<file path="config.mk">
export PLATFORM = sky130hd
export DESIGN_NAME = pixel_write_coalescer
export DESIGN_NICKNAME = d
export VERILOG_FILES = /design/src/rtl/pixel_write_coalescer.sv
export SDC_FILE = /design/constraint.sdc
export NUM_CORES = 1
export LEC_CHECK = 0
export CAP_MARGIN = 5
export CORE_ASPECT_RATIO = 0.75
export CORE_MARGIN = 5
export CORE_UTILIZATION = 45
export DETAILED_ROUTE_END_ITERATION = 10
export GPL_ROUTABILITY_DRIVEN = 1
export PLACE_DENSITY = 0.75
export SETUP_SLACK_MARGIN = 0.4
export SLEW_MARGIN = 10
export SYNTH_ARGS = -nofsm -noshare
export SYNTH_HDL_FRONTEND = slang
export SYNTH_SLANG_ARGS = --single-unit
</file>
<file path="constraint.sdc">
create_clock -name clock -period 9.65 [get_ports clock]
set_input_delay 0.965 -clock clock [delete_from_list [all_inputs] [get_ports clock]]
set_output_delay 0.965 -clock clock [all_outputs]
set_load 0.1 [all_outputs]
</file>
<file path="src/rtl/pixel_write_coalescer.sv">
// Halfword pixel write coalescer: merges 16-bit writes to the same 32-bit word
// into one pending entry, then queues merged words for a 32-bit Avalon-MM master.
module pixel_write_coalescer #(
    parameter int DEPTH  = 8,
    parameter int ADDR_W = 32
) (
    input  logic                       clock,
    input  logic                       reset,
    input  logic [ADDR_W-1:0]          in_address,
    input  logic [15:0]                in_writedata,
    input  logic                       in_write,
    output logic                       in_waitrequest,
    output logic [ADDR_W-1:0]          m_address,
    output logic [31:0]                m_writedata,
    output logic [3:0]                 m_byteenable,
    output logic                       m_write,
    input  logic                       m_waitrequest,
    output logic [$clog2(DEPTH+1)-1:0] level,
    output logic                       idle,
    output logic                       error
);

    localparam int LW = $clog2(DEPTH + 1);
    localparam int PW = $clog2(DEPTH);
    localparam int WW = ADDR_W - 2;
    localparam logic [LW-1:0] FULL_LEVEL = LW'(DEPTH);

    logic [WW-1:0]  pend_word_q, pend_word_d;
    logic [31:0]    pend_data_q, pend_data_d;
    logic [3:0]     pend_be_q, pend_be_d;
    logic           pend_valid_q, pend_valid_d;
    logic [PW-1:0]  head_q, head_d;
    logic [PW-1:0]  tail_q, tail_d;
    logic [LW-1:0]  level_q, level_d;
    logic           error_q, error_d;

    logic [WW-1:0]  mem_word_q [DEPTH];
    logic [31:0]    mem_data_q [DEPTH];
    logic [3:0]     mem_be_q   [DEPTH];

    logic [WW-1:0]  in_word;
    logic [31:0]    lane_data;
    logic [31:0]    keep_mask;
    logic [3:0]     lane_be;
    logic           mergeable;
    logic           full;
    logic           accept;
    logic           push;
    logic           pop;

    assign in_word   = in_address[ADDR_W-1:2];
    assign lane_data = in_address[1] ? {in_writedata, 16'h0000} : {16'h0000, in_writedata};
    assign keep_mask = in_address[1] ? 32'h0000_FFFF : 32'hFFFF_0000;
    assign lane_be   = in_address[1] ? 4'b1100 : 4'b0011;
    assign mergeable = pend_valid_q && (in_word == pend_word_q);
    assign full      = (level_q == FULL_LEVEL);

    // Stall only when the pending entry must move into a FIFO that is already full.
    assign in_waitrequest = reset || (pend_valid_q && full && !mergeable);
    assign accept         = in_write && !in_waitrequest;
    assign pop            = m_write && !m_waitrequest;

    always_comb begin
        pend_word_d  = pend_word_q;
        pend_data_d  = pend_data_q;
        pend_be_d    = pend_be_q;
        pend_valid_d = pend_valid_q;
        error_d      = error_q;
        push         = 1'b0;
        if (accept && in_address[0]) begin
            error_d = 1'b1;
        end else if (accept) begin
            if (mergeable) begin
                pend_data_d = (pend_data_q & keep_mask) | lane_data;
                pend_be_d   = pend_be_q | lane_be;
            end else begin
                push         = pend_valid_q;
                pend_word_d  = in_word;
                pend_data_d  = lane_data;
                pend_be_d    = lane_be;
                pend_valid_d = 1'b1;
            end
        end else if (!in_write && pend_valid_q && !full) begin
            push         = 1'b1;
            pend_valid_d = 1'b0;
        end
    end

    always_comb begin
        head_d  = pop  ? head_q + 1'b1 : head_q;
        tail_d  = push ? tail_q + 1'b1 : tail_q;
        level_d = level_q + {{(LW-1){1'b0}}, push} - {{(LW-1){1'b0}}, pop};
    end

    always_ff @(posedge clock or posedge reset) begin
        if (reset) begin
            pend_word_q  <= '0;
            pend_data_q  <= '0;
            pend_be_q    <= '0;
            pend_valid_q <= 1'b0;
            head_q       <= '0;
            tail_q       <= '0;
            level_q      <= '0;
            error_q      <= 1'b0;
        end else begin
            pend_word_q  <= pend_word_d;
            pend_data_q  <= pend_data_d;
            pend_be_q    <= pend_be_d;
            pend_valid_q <= pend_valid_d;
            head_q       <= head_d;
            tail_q       <= tail_d;
            level_q      <= level_d;
            error_q      <= error_d;
        end
    end

    // Storage needs no reset; only entries between head and tail are ever observed.
    always_ff @(posedge clock) begin
        if (push) begin
            mem_word_q[tail_q] <= pend_word_q;
            mem_data_q[tail_q] <= pend_data_q;
            mem_be_q[tail_q]   <= pend_be_q;
        end
    end

    assign m_write      = (level_q != '0);
    assign m_address    = m_write ? {mem_word_q[head_q], 2'b00} : '0;
    assign m_writedata  = m_write ? mem_data_q[head_q] : '0;
    assign m_byteenable = m_write ? mem_be_q[head_q] : '0;
    assign level        = level_q;
    assign idle         = !pend_valid_q && (level_q == '0);
    assign error        = error_q;

endmodule

</file>
==> flow_summary.toml <==
[die]
rows = 72
die_w_um = 273.6
dieArea_um2 = 56840
core_area_um2 = 51530
die_y_um = 207.7
ios = 128
start_util = 0.4552

[worst_setup_path]
arrival_ps = 4550
path_cells = "buf_4 > mux4_2 > mux2i_1 > nor2_1 > clkdlybuf4s50_1"
setup.worst_path.class = "register to output pin"
cp_num_buf_inv = 2
crit_path_start_kind = "register"
r2r_slack_ps = 5500
path_delay_family = "buffers and inverters"
max_stage_delay_ps = 1050
end_kind = "output pin"
required_ps = 8690
critPathSlowestCell = "clkdlybuf4s50_1"
crit_fanout = 52

[yosys]
yosysSeqAreaShare = 0.7592
synth_top_family_by_area = "multiplexers"
synthAdderAreaFrac = 0.005121
yosys.area.top_type = "edfxtp_1"
yosysWarningCount = 0
synth.top_cell.area_share = 0.6759
ys_async_sr_fraction = 0.1287
synthMuxAreaShare = 0.1703
synthFlopType = "edfxtp_1"
synth_xor_area_frac = 0.01344
synthCells = 1109
synth_edf_count = 528
synthSimpleGateAreaFrac = 0.01942
ys_ff_latch = 606
synth_area_leaders = "edfxtp_1 68%, mux4_2 13%, dfrtp_1 8.3%, mux2i_1 2.8%, mux2_2 1.5%"
synth_compound_area_frac = 0.01904
netlist_area_um2 = 23460
synth_cell_type_count = 39
synth.avg_cell_area_um2 = 21.15

[min_path]
hp-class = "register to register"

[place]
place_inst = 1901
place_congestion = 0.7593
io_buffers = 125
dp_slack_ps = 4428
hpwlAfterDp_um = 28060
dpl_cell_area_um2 = 25580

[cts]
cts_sinks = 606
clk_pin_slew_ps = 60
ctsHoldBuffers = 0
cts_tree = "yes"
cts_setup_buffers = 0
cts-buffers-inserted = 57
htreeDepth = 2
root_buffer = "clkbuf_16"
cts_resized = 0
clk_latency_ps = 610
cts.path.max_buffers = 3

[finish]
final_area_um2 = 27390
areaGrowthSynthToFinish_pct = 16.75
finalNetCount = 1318
num-fill-cells = 3921
finalNonFillerCells = 2008
n_antenna_cell = 0
multi_input_area_um2 = 5406
ff_latch_area_um2 = 17820
drive_gt1_frac = 0.2215

[route]
wl_per_cell_um = 24.36
num_vias = 11070
wirelength_um = 48920
final_antenna_net_count = 0
viasPerCell = 5.511
drc = 0
drt_iter0_markers = 1000
firstDrtPassIters = 5

[grt]
track_usage = 0.1719
grt_pass1_wl_um = 74150
grt_remaining_overflow = 0
grt_max_degree = 77
antenna_found_initial = 1
grt_pass1_vias = 11650

[run_status]
status = "finished clean"

[job]
drv_cap = 0

[timing]
hold_violations = 0
worst_slew_margin_rel = 0.2408
min_period_over_period = 0.5711
worst_clock_skew_ps = 29.47
rsz0062_at_grt = "false"
fin_crit_ps = 5511
setup_ws_ps = 4139
tns_ps = 0
finalSetupViolCount = 0
worstMarginPinSlew_ps = 1135
finalMaxSlewViolations = 0
max_freq_ghz = 0.1814
[cells by family after synthesis]
family	Yosys count
compound gates	50
fa+ha+maj	9
simple gates	102
buf+inv	75
flops	606
xor+xnor	36
mux	230
other cells	1
[registers in the layout (all words and copies together) (netlist names), named ones only]
name and count:
tail_q 3, pend_be_q 4, error 1, mem_data_q 256, level 4, pend_valid_q 1, mem_word_q 240, mem_be_q 32
pend_word_q 30, head_q 3
[worst paths after layout]
check | from | to | cells after the start
worst max-delay path | head_q[0]$_DFFE_PP0P_ | m_writedata[0] | 5
worst min-delay path | error$_DFFE_PP0P_ | error$_DFFE_PP0P_ | 1
worst max register to register | pend_word_q[22]$_DFFE_PP0P_ | mem_data_q[7][10]$_DFFE_PP_ | 8
worst min register to register | error$_DFFE_PP0P_ | error$_DFFE_PP0P_ | 1
max in group asynchronous | reset | head_q[1]$_DFFE_PP0P_ | 3
min in group asynchronous | reset | error$_DFFE_PP0P_ | 2
[cells in the final DEF (no fill, tap or decap), types with 3 or more instances in the layout]
master	n
edfxtp_1	528
mux4_2	132
clkdlybuf4s50_1	125
dfrtp_1	75
nor2_1	71
mux2i_1	66
clkbuf_16	58
xor2_1	33
a22o_1	32
mux2_2	32
buf_4	21
inv_1	15
clkbuf_1	14
clkinv_2	12
clkinv_1	9
nand2_1	8
ha_1	8
nor4_1	7
clkbuf_8	6
a21oi_1	4
xnor2_1	3
inv_6	3
dfrtp_4	3
[synthesized netlist by cell type, types with 3 or more instances]
master	count
edfxtp_1	528
mux4_2	132
dfrtp_1	78
nor2_1	72
mux2i_1	66
xor2_1	33
a22o_1	32
mux2_2	32
clkbuf_1	28
inv_1	16
buf_1	14
buf_2	11
ha_1	8
nand2_1	8
nor4_1	8
a21oi_1	5
buf_4	5
nor4b_1	3
xnor2_1	3
[routing by layer]
layer | vias to the layer above | track usage | wire length (µm)
met5 | - | 0 | 11
met4 | 2 | 0.03773 | 846
met3 | 57 | 0.04530 | 3558
met2 | 356 | 0.2712 | 23680
met1 | 5845 | 0.2453 | 20820
li1 | 4806 | - | -
[stage by stage]
step | util | hold WS, ps
after detailed placement | 0.4964 | 462.1
after global routing | 0.5315 | 501.6
after CTS | 0.5315 | 479.6
after global placement | 0.4964 | 462.8
after floorplan | - | 539.7
final | 0.5315 | 474.0
[cell type report]
| cell class | count | share of cell area |
|---|---|---|
| repair buffers | 146 | 0.05144 |
| clock inverters | 29 | 0.008041 |
| inverters | 17 | 0.002421 |
| flip-flops and latches | 606 | 0.6506 |
| well taps | 703 | 0.03212 |
| clock buffers | 78 | 0.05793 |
| multi-input cells | 429 | 0.1974 |
Power is not shown: default switching activity piles up to over one toggle a cycle in this logic, so the estimate is an artifact.
